--- src/rtl/rvfi_retire_compare_pkg.sv ---
// ---------------------------------------------------------------------------
// rvfi_retire_compare_pkg : shared types for the RVFI retirement comparator.
// Revision: 1.0
// Optional mem compare is enabled by RVFI_RETIRE_COMPARE_MEM_EN.
// ---------------------------------------------------------------------------
`default_nettype none

package rvfi_retire_compare_pkg;

  // Entries are sized for the widest supported XLEN; narrower inputs are zero-extended.
  localparam int MAX_XLEN = 64;

  typedef enum logic [3:0] {
    FC_NONE     = 4'd0,
    FC_ORDER    = 4'd1,
    FC_PC       = 4'd2,
    FC_INSN     = 4'd3,
    FC_TRAP     = 4'd4,
    FC_RD       = 4'd5,
    FC_MEM      = 4'd6,
    FC_OVERFLOW = 4'd7,
    FC_TIMEOUT  = 4'd8
  } fail_code_e;

  typedef enum logic [1:0] {
    ST_IDLE = 2'd0,
    ST_RUN  = 2'd1,
    ST_FAIL = 2'd2
  } state_e;

  typedef struct packed {
    logic [63:0]         order;
    logic [MAX_XLEN-1:0] pc;
    logic [31:0]         insn;
    logic [4:0]          rd_addr;
    logic [MAX_XLEN-1:0] rd_wdata;
    logic                trap;
`ifdef RVFI_RETIRE_COMPARE_MEM_EN
    logic [MAX_XLEN-1:0]   mem_addr;
    logic [MAX_XLEN-1:0]   mem_wdata;
    logic [MAX_XLEN/8-1:0] mem_wmask;
`endif
  } entry_t;

  // First differing field in priority order; FC_NONE when the pair matches.
  function automatic fail_code_e compare_entries(input entry_t d, input entry_t r);
    fail_code_e code;
`ifdef RVFI_RETIRE_COMPARE_MEM_EN
    logic mem_diff;
    mem_diff = (d.mem_addr != r.mem_addr) || (d.mem_wmask != r.mem_wmask);
    for (int b = 0; b < MAX_XLEN / 8; b++) begin
      if (d.mem_wmask[b] && (d.mem_wdata[8*b +: 8] != r.mem_wdata[8*b +: 8])) begin
        mem_diff = 1'b1;
      end
    end
`endif
    code = FC_NONE;
    if (d.order != r.order) begin
      code = FC_ORDER;
    end else if (d.pc != r.pc) begin
      code = FC_PC;
    end else if (d.insn != r.insn) begin
      code = FC_INSN;
    end else if (d.trap != r.trap) begin
      code = FC_TRAP;
    end else if ((d.rd_addr != r.rd_addr) ||
                 ((d.rd_addr != 5'd0) && (d.rd_wdata != r.rd_wdata))) begin
      code = FC_RD;
    end
`ifdef RVFI_RETIRE_COMPARE_MEM_EN
    else if (mem_diff) begin
      code = FC_MEM;
    end
`endif
    return code;
  endfunction

endpackage

`default_nettype wire

--- src/rtl/rvfi_retire_compare_if.sv ---
// ---------------------------------------------------------------------------
// rvfi_retire_compare_if : DUT/reference retirement streams and checker results.
// Revision: 1.0   (mem fields present with RVFI_RETIRE_COMPARE_MEM_EN)
// ---------------------------------------------------------------------------
`default_nettype none

interface rvfi_retire_compare_if #(
  parameter int XLEN  = 32,
  parameter int CNT_W = 32
);
  import rvfi_retire_compare_pkg::*;

  logic            dut_valid;
  logic [63:0]     dut_order;
  logic [XLEN-1:0] dut_pc;
  logic [31:0]     dut_insn;
  logic [4:0]      dut_rd_addr;
  logic [XLEN-1:0] dut_rd_wdata;
  logic            dut_trap;

  logic            ref_valid;
  logic [63:0]     ref_order;
  logic [XLEN-1:0] ref_pc;
  logic [31:0]     ref_insn;
  logic [4:0]      ref_rd_addr;
  logic [XLEN-1:0] ref_rd_wdata;
  logic            ref_trap;

`ifdef RVFI_RETIRE_COMPARE_MEM_EN
  logic [XLEN-1:0]   dut_mem_addr;
  logic [XLEN-1:0]   dut_mem_wdata;
  logic [XLEN/8-1:0] dut_mem_wmask;
  logic [XLEN-1:0]   ref_mem_addr;
  logic [XLEN-1:0]   ref_mem_wdata;
  logic [XLEN/8-1:0] ref_mem_wmask;
`endif

  logic             cmp_valid;
  logic             cmp_pass;
  logic             fail;
  fail_code_e       fail_code;
  logic [63:0]      fail_order;
  logic [CNT_W-1:0] checked_cnt;

  modport master (
    output dut_valid, dut_order, dut_pc, dut_insn, dut_rd_addr, dut_rd_wdata, dut_trap,
    output ref_valid, ref_order, ref_pc, ref_insn, ref_rd_addr, ref_rd_wdata, ref_trap,
`ifdef RVFI_RETIRE_COMPARE_MEM_EN
    output dut_mem_addr, dut_mem_wdata, dut_mem_wmask,
    output ref_mem_addr, ref_mem_wdata, ref_mem_wmask,
`endif
    input  cmp_valid, cmp_pass, fail, fail_code, fail_order, checked_cnt
  );

  modport slave (
    input  dut_valid, dut_order, dut_pc, dut_insn, dut_rd_addr, dut_rd_wdata, dut_trap,
    input  ref_valid, ref_order, ref_pc, ref_insn, ref_rd_addr, ref_rd_wdata, ref_trap,
`ifdef RVFI_RETIRE_COMPARE_MEM_EN
    input  dut_mem_addr, dut_mem_wdata, dut_mem_wmask,
    input  ref_mem_addr, ref_mem_wdata, ref_mem_wmask,
`endif
    output cmp_valid, cmp_pass, fail, fail_code, fail_order, checked_cnt
  );

endinterface

`default_nettype wire

--- src/rtl/rvfi_retire_fifo.sv ---
// ---------------------------------------------------------------------------
// rvfi_retire_fifo : show-ahead FIFO of retirement entries; push on full is
// accepted when a pop happens in the same cycle.   Revision: 1.0
// ---------------------------------------------------------------------------
`default_nettype none

module rvfi_retire_fifo #(
  parameter type T     = logic,
  parameter int  DEPTH = 8
) (
  input  logic clk,
  input  logic reset_n,
  input  logic push,
  input  T     push_data,
  input  logic pop,
  output T     head,
  output logic full,
  output logic empty
);

  localparam int AW = $clog2(DEPTH);

  // Extra pointer bit distinguishes full from empty.
  logic [AW:0] wr_ptr;
  logic [AW:0] rd_ptr;
  T            mem [DEPTH];
  logic        do_push;
  logic        do_pop;

  assign empty   = (wr_ptr == rd_ptr);
  assign full    = (wr_ptr[AW] != rd_ptr[AW]) && (wr_ptr[AW-1:0] == rd_ptr[AW-1:0]);
  assign do_pop  = pop && !empty;
  assign do_push = push && (!full || do_pop);
  assign head    = mem[rd_ptr[AW-1:0]];

  always_ff @(posedge clk or negedge reset_n) begin
    if (!reset_n) begin
      wr_ptr <= '0;
      rd_ptr <= '0;
    end else begin
      if (do_push) wr_ptr <= wr_ptr + (AW+1)'(1);
      if (do_pop)  rd_ptr <= rd_ptr + (AW+1)'(1);
    end
  end

  always_ff @(posedge clk) begin
    if (do_push) mem[wr_ptr[AW-1:0]] <= push_data;
  end

endmodule

`default_nettype wire

--- src/rtl/rvfi_retire_compare.sv ---
// ---------------------------------------------------------------------------
// rvfi_retire_compare : pairs DUT and reference retirements in order and
// latches the first divergence, overflow or stall.   Revision: 1.0
// Optional mem compare: define RVFI_RETIRE_COMPARE_MEM_EN.
// ---------------------------------------------------------------------------
`default_nettype none

module rvfi_retire_compare
  import rvfi_retire_compare_pkg::*;
#(
  parameter int XLEN           = 32,
  parameter int DEPTH          = 8,
  parameter int TIMEOUT_CYCLES = 1024,
  parameter int CNT_W          = 32
) (
  input  logic                 clk,
  input  logic                 reset_n,
  rvfi_retire_compare_if.slave bus
);

  localparam int TMO_W = $clog2(TIMEOUT_CYCLES + 1);

  state_e     state;
  logic [TMO_W-1:0] tmo_cnt;
  entry_t     dut_entry, ref_entry, dut_head, ref_head;
  logic       dut_full, dut_empty, ref_full, ref_empty;
  logic       dut_push, ref_push, pop, running;
  logic       mismatch, overflow, one_sided, timeout;
  fail_code_e cmp_code;

  always_comb begin
    dut_entry          = '0;
    dut_entry.order    = bus.dut_order;
    dut_entry.pc       = MAX_XLEN'(bus.dut_pc);
    dut_entry.insn     = bus.dut_insn;
    dut_entry.rd_addr  = bus.dut_rd_addr;
    dut_entry.rd_wdata = MAX_XLEN'(bus.dut_rd_wdata);
    dut_entry.trap     = bus.dut_trap;
    ref_entry          = '0;
    ref_entry.order    = bus.ref_order;
    ref_entry.pc       = MAX_XLEN'(bus.ref_pc);
    ref_entry.insn     = bus.ref_insn;
    ref_entry.rd_addr  = bus.ref_rd_addr;
    ref_entry.rd_wdata = MAX_XLEN'(bus.ref_rd_wdata);
    ref_entry.trap     = bus.ref_trap;
`ifdef RVFI_RETIRE_COMPARE_MEM_EN
    dut_entry.mem_addr  = MAX_XLEN'(bus.dut_mem_addr);
    dut_entry.mem_wdata = MAX_XLEN'(bus.dut_mem_wdata);
    dut_entry.mem_wmask = (MAX_XLEN/8)'(bus.dut_mem_wmask);
    ref_entry.mem_addr  = MAX_XLEN'(bus.ref_mem_addr);
    ref_entry.mem_wdata = MAX_XLEN'(bus.ref_mem_wdata);
    ref_entry.mem_wmask = (MAX_XLEN/8)'(bus.ref_mem_wmask);
`endif
  end

  assign running   = (state == ST_RUN);
  assign dut_push  = bus.dut_valid && (state != ST_FAIL);
  assign ref_push  = bus.ref_valid && (state != ST_FAIL);
  assign pop       = running && !dut_empty && !ref_empty;
  assign cmp_code  = compare_entries(dut_head, ref_head);
  assign mismatch  = pop && (cmp_code != FC_NONE);
  // Both FIFOs pop together, so a push onto a full FIFO is only illegal when no pair pops.
  assign overflow  = running && !pop &&
                     ((bus.dut_valid && dut_full) || (bus.ref_valid && ref_full));
  assign one_sided = running && (dut_empty != ref_empty);
  assign timeout   = one_sided && (tmo_cnt == TMO_W'(TIMEOUT_CYCLES - 1));

  rvfi_retire_fifo #(.T(entry_t), .DEPTH(DEPTH)) u_dut_fifo (
    .clk       (clk),
    .reset_n   (reset_n),
    .push      (dut_push),
    .push_data (dut_entry),
    .pop       (pop),
    .head      (dut_head),
    .full      (dut_full),
    .empty     (dut_empty)
  );

  rvfi_retire_fifo #(.T(entry_t), .DEPTH(DEPTH)) u_ref_fifo (
    .clk       (clk),
    .reset_n   (reset_n),
    .push      (ref_push),
    .push_data (ref_entry),
    .pop       (pop),
    .head      (ref_head),
    .full      (ref_full),
    .empty     (ref_empty)
  );

  always_ff @(posedge clk or negedge reset_n) begin
    if (!reset_n) begin
      state           <= ST_IDLE;
      tmo_cnt         <= '0;
      bus.cmp_valid   <= 1'b0;
      bus.cmp_pass    <= 1'b0;
      bus.fail        <= 1'b0;
      bus.fail_code   <= FC_NONE;
      bus.fail_order  <= '0;
      bus.checked_cnt <= '0;
    end else begin
      bus.cmp_valid <= pop;
      bus.cmp_pass  <= pop && !mismatch;
      if (pop && !mismatch && (bus.checked_cnt != '1)) begin
        bus.checked_cnt <= bus.checked_cnt + CNT_W'(1);
      end
      tmo_cnt <= one_sided ? tmo_cnt + TMO_W'(1) : '0;
      case (state)
        ST_IDLE: begin
          if (dut_push || ref_push) state <= ST_RUN;
        end
        ST_RUN: begin
          if (mismatch) begin
            state          <= ST_FAIL;
            bus.fail       <= 1'b1;
            bus.fail_code  <= cmp_code;
            bus.fail_order <= dut_head.order;
          end else if (overflow) begin
            state          <= ST_FAIL;
            bus.fail       <= 1'b1;
            bus.fail_code  <= FC_OVERFLOW;
            bus.fail_order <= dut_empty ? 64'd0 : dut_head.order;
          end else if (timeout) begin
            state          <= ST_FAIL;
            bus.fail       <= 1'b1;
            bus.fail_code  <= FC_TIMEOUT;
            bus.fail_order <= 64'd0;
          end
        end
        default: state <= ST_FAIL;
      endcase
    end
  end

endmodule

`default_nettype wire

--- src/flat_wrapper.sv ---
// flat-port wrapper written by rule: the top's interface ports become plain ports
module rvfi_retire_compare_flat import rvfi_retire_compare_pkg::*;
#(
  parameter int XLEN           = 32,
  parameter int DEPTH          = 8,
  parameter int TIMEOUT_CYCLES = 1024,
  parameter int CNT_W          = 32
)
  (clk, reset_n, bus_dut_valid, bus_dut_order, bus_dut_pc, bus_dut_insn, bus_dut_rd_addr, bus_dut_rd_wdata, bus_dut_trap, bus_ref_valid, bus_ref_order, bus_ref_pc, bus_ref_insn, bus_ref_rd_addr, bus_ref_rd_wdata, bus_ref_trap, bus_cmp_valid, bus_cmp_pass, bus_fail, bus_fail_code, bus_fail_order, bus_checked_cnt);
  rvfi_retire_compare_if #(.XLEN(XLEN), .CNT_W(CNT_W)) bus_i ();
  input  logic clk;
  input  logic reset_n;
  input wire logic [$bits(bus_i.dut_valid)-1:0] bus_dut_valid;
  input wire logic [$bits(bus_i.dut_order)-1:0] bus_dut_order;
  input wire logic [$bits(bus_i.dut_pc)-1:0] bus_dut_pc;
  input wire logic [$bits(bus_i.dut_insn)-1:0] bus_dut_insn;
  input wire logic [$bits(bus_i.dut_rd_addr)-1:0] bus_dut_rd_addr;
  input wire logic [$bits(bus_i.dut_rd_wdata)-1:0] bus_dut_rd_wdata;
  input wire logic [$bits(bus_i.dut_trap)-1:0] bus_dut_trap;
  input wire logic [$bits(bus_i.ref_valid)-1:0] bus_ref_valid;
  input wire logic [$bits(bus_i.ref_order)-1:0] bus_ref_order;
  input wire logic [$bits(bus_i.ref_pc)-1:0] bus_ref_pc;
  input wire logic [$bits(bus_i.ref_insn)-1:0] bus_ref_insn;
  input wire logic [$bits(bus_i.ref_rd_addr)-1:0] bus_ref_rd_addr;
  input wire logic [$bits(bus_i.ref_rd_wdata)-1:0] bus_ref_rd_wdata;
  input wire logic [$bits(bus_i.ref_trap)-1:0] bus_ref_trap;
  output wire logic [$bits(bus_i.cmp_valid)-1:0] bus_cmp_valid;
  output wire logic [$bits(bus_i.cmp_pass)-1:0] bus_cmp_pass;
  output wire logic [$bits(bus_i.fail)-1:0] bus_fail;
  output wire logic [$bits(bus_i.fail_code)-1:0] bus_fail_code;
  output wire logic [$bits(bus_i.fail_order)-1:0] bus_fail_order;
  output wire logic [$bits(bus_i.checked_cnt)-1:0] bus_checked_cnt;
  assign bus_i.dut_valid = bus_dut_valid;
  assign bus_i.dut_order = bus_dut_order;
  assign bus_i.dut_pc = bus_dut_pc;
  assign bus_i.dut_insn = bus_dut_insn;
  assign bus_i.dut_rd_addr = bus_dut_rd_addr;
  assign bus_i.dut_rd_wdata = bus_dut_rd_wdata;
  assign bus_i.dut_trap = bus_dut_trap;
  assign bus_i.ref_valid = bus_ref_valid;
  assign bus_i.ref_order = bus_ref_order;
  assign bus_i.ref_pc = bus_ref_pc;
  assign bus_i.ref_insn = bus_ref_insn;
  assign bus_i.ref_rd_addr = bus_ref_rd_addr;
  assign bus_i.ref_rd_wdata = bus_ref_rd_wdata;
  assign bus_i.ref_trap = bus_ref_trap;
  assign bus_cmp_valid = bus_i.cmp_valid;
  assign bus_cmp_pass = bus_i.cmp_pass;
  assign bus_fail = bus_i.fail;
  assign bus_fail_code = bus_i.fail_code;
  assign bus_fail_order = bus_i.fail_order;
  assign bus_checked_cnt = bus_i.checked_cnt;
  rvfi_retire_compare #(.XLEN(XLEN), .DEPTH(DEPTH), .TIMEOUT_CYCLES(TIMEOUT_CYCLES), .CNT_W(CNT_W)) u_core (.clk(clk), .reset_n(reset_n), .bus(bus_i));
endmodule
--- config.mk ---
export PLATFORM = sky130hd
export DESIGN_NAME = rvfi_retire_compare_flat
export DESIGN_NICKNAME = d
export VERILOG_FILES = /design/src/rtl/rvfi_retire_compare_pkg.sv /design/src/rtl/rvfi_retire_compare_if.sv /design/src/rtl/rvfi_retire_fifo.sv /design/src/rtl/rvfi_retire_compare.sv /design/src/flat_wrapper.sv
export SDC_FILE = /design/constraint.sdc
export NUM_CORES = 2
export LEC_CHECK = 0
export ABC_CLOCK_PERIOD_IN_PS = 27000
export BUFFER_PORTS_ARGS = -buffer_cell sky130_fd_sc_hd__buf_2
export CORE_MARGIN = 3
export CORE_UTILIZATION = 47
export CTS_BUF_LIST = sky130_fd_sc_hd__clkbuf_4
export DETAILED_ROUTE_END_ITERATION = 6
export GPL_TIMING_DRIVEN = 0
export PLACE_DENSITY_LB_ADDON = 0.1
export RECOVER_POWER = 100
export SLEW_MARGIN = 20
export SYNTH_ARGS = -nofsm -noshare
export SYNTH_HDL_FRONTEND = slang
export SYNTH_SLANG_ARGS = --single-unit
export TNS_END_PERCENT = 20
--- constraint.sdc ---
create_clock -name clk -period 27 [get_ports clk]
set_input_delay 4.05 -clock clk [delete_from_list [all_inputs] [get_ports clk]]
set_output_delay 4.05 -clock clk [all_outputs]
set_load 0.02 [all_outputs]
==> reports/summary.txt <==
run status: complete, but fails checks
failing checks: DRC, capacitance limit, slew limit
Max clock buf depth: 4
critical-path maximum fanout: 18
num rows: 174
top cells by count, synth: edfxtp_1 (2656), mux4_2 (606), mux2i_1 (396)
Tot GR Track Use: 25.7%
area share of the largest cell type after synthesis: 74.6%
Worst-path clk slew: 0.07 ns
post-place instance area: 117000 um2
drt first pass iters: 7
Post-Syn Area: 107000 um2
Post-Route WL: 301000 um
GPL Wtd Cong: 0.772
leading area contributor after synthesis: edfxtp_1
Seq cells post-synth: 2788
Tmin final: 12.78 ns
die height: 483 um
synth warn: 0
sequential area share after synthesis: 77.7%
initial core utilization: 47.4%
Synth Flop Type: edfxtp_1
Hold Crit Depth: 1
first-pass GRT wire length: 422000 um
TritonCTS Buffers: 732
DPL Wire Length: 211000 um
top cells by area, synth: edfxtp_1 (75%), mux4_2 (13%), mux2i_1 (3.7%)
R2R depth: 18
Area Overhead vs Synth: 14.8%
post-CTS setup buffer count: 0
Worst Path Required: 27.94 ns
Worst-Margin Slew: 4.70 ns
Clk Tree Root Cell: clkbuf_4
Die X: 483 um
Mean Syn Cell Area: 22.8 um2
Iter 0 DRT Violations: 5649
CTS tree: built
number of antenna violations at the first check in global routing: 133
CORE AREA: 226000 um2
top layer in use: met5
clock insertion delay at the later pin of the skew report: 1.42 ns
Critical Path AT: 13.73 ns
H-tree depth: 6
clk sink count: 2788
Post-CTS Resized: 0
post-synthesis instance total: 4684
Vias: 55400
Max transition margin: -213%
top-count cell post-synth: edfxtp_1
I/O Buffers: 438
post-synth cell types: 54
wire length on met3: 26100 um
vias per inst: 5.69
Async S/R FF share, synth: 4.73%
num ports: 439
clock skew: 0.0968 ns
Post-synth EDFFs: 2656
fin worst setup slack: 14.22 ns
hold_buf cts: 0
DR WL/cell: 30.9 um
Tcrit/Tclk final: 47.3%
DRC viols: 2
critical path class: reg -> reg
met2 wire length: 143000 um
Final #Nets: 6528
Final ANT Viol Nets: 0
GRT overflow: 0
Peak Freq: 78.2 MHz
fill cell count: 18300
startpoint class of the critical path: register
max-cap violations: 20
final setup fails: 0
vias in the first global route: 56700
Static Leak: 39.5 nW
largest net degree at the start of global routing: 77
layout cells sized above 1: 29.2%
Final Max Slew Viols: 400
Syn Nets: 5026
die area: 233000 um2
pre-CTS setup slack: 19.02 ns
RSZ-0062 raised after global routing: no
design area: 123000 um2
Fin. Hold Viols: 0
min-delay worst type: reg -> reg
Power Density: 68.6 nW/um2
peak supply drop: 44.2 uV
critical path capture point type: register
Metal-1 WL: 123000 um
[cell type report]
class	instances	area, um2	share of cell area [%]
diodes	64	160	0.130
plain buffers	222	1420	1.15
clock buffers	1112	8350	6.80
clock inverters	118	778	0.634
inverters	12	45.0	0.0367
multi-input cells	1662	22400	18.2
flip-flops and latches	2788	83100	67.6
well taps	2992	3740	3.05
repair buffers	768	2890	2.36
[path summary, 6_finish.rpt]
path / slack [ns] / end / from
max reg2reg: 14.22 / u_core.u_dut_fifo.mem[6][20] / u_core.u_ref_fifo.rd_ptr[1]
min reg2reg: 0.49 / u_core.bus.fail_order[6] / u_core.bus.fail_order[6]
max in group asynchronous: 17.62 / u_core.bus.fail_order[40] / reset_n
min: 0.49 / u_core.bus.fail_order[6] / u_core.bus.fail_order[6]
min in group asynchronous: 2.63 / u_core.bus.checked_cnt[9] / reset_n
max: 14.22 / u_core.u_dut_fifo.mem[6][20] / u_core.u_ref_fifo.rd_ptr[1]
[cells by family (layout without fill, tap and decap cells)]
family | after synthesis | after routing | share of synthesized area [%]
flops | 2788 | 2788 | 77.7
simple gates | 248 | 248 | 1.32
buf+inv | 234 | 2232 | 1.39
other cells | 0 | 64 | 0
compound gates | 184 | 184 | 1.28
fa+ha+maj | 6 | 6 | 0.0702
xor+xnor | 220 | 220 | 1.80
mux | 1004 | 1004 | 16.5
[routing by layer]
metal / track usage (%) / vias to the layer above
li1: - / 23200
met1: 35.5 / 29200
met2: 40.0 / 2426
met3: 7.19 / 579
met4: 7.78 / 56
met5: 0 / -
[placed cells by master, fill, tap and decap left out, types with 61 or more instances in the layout]
cell,count
clkinv_1,86
o2bb2ai_1,64
buf_4,61
buf_2,85
edfxtp_1,2656
dfrtp_1,132
mux2i_1,394
diode_2,64
mux4_2,606
xnor2_1,77
clkbuf_4,1112
xor2_1,143
clkbuf_1,797
[sequential cells by signal (all words and copies together), names as in the netlist]
signal / cells
u_core.tmo_cnt: 11
u_core.u_dut_fifo.wr_ptr: 4
u_core.u_ref_fifo.wr_ptr: 4
u_core.u_ref_fifo.mem: 1328
u_core.bus.checked_cnt: 32
u_core.bus.cmp_pass: 1
u_core.bus.fail: 1
u_core.u_dut_fifo.rd_ptr: 4
u_core.bus.cmp_valid: 1
u_core.u_ref_fifo.rd_ptr: 4
u_core.u_dut_fifo.mem: 1328
u_core.state: 2
u_core.bus.fail_order: 64
u_core.bus.fail_code: 4
[stage by stage]
step	total power, mW	setup TNS (ns)	hold WS (ns)	instances	util [%]
CTS	8.53	0	0.486	9674	56.0
global route	8.78	0	0.502	9694	54.4
floorplan	4.82	0	0.455	4684	-
finish	8.43	0	0.487	9738	54.4
global placement	4.89	-8100.45	0.445	8114	50.1
detailed placement	4.90	0	0.469	8444	52.0
[worst max-delay path: stages (launching register included)]
cell and delay [ns]:
dfrtp_1 0.49, clkbuf_1 0.61, clkbuf_1 1.02, clkbuf_1 0.83, clkbuf_1 0.76, xnor2_1 0.15, nand3_1 0.15, nor2_1 0.08
nor2_1 0.16, a21oi_1 0.08, o21ai_0 0.37, nand3_1 0.26, nor2_1 1.17, clkbuf_1 0.90, clkbuf_1 0.86, clkbuf_1 1.09
clkbuf_1 1.00, clkbuf_1 1.15, clkbuf_1 1.10
[power by group]
| group | switching, mW | leakage, nW | internal, mW |
|---|---|---|---|
| clock network | 1.66 | 5.50 | 1.97 |
| logic | 0.0555 | 8.32 | 0.0106 |
| registers | 0 | 25.7 | 4.73 |
No activity file was read; power rests on OpenSTA's default activity.
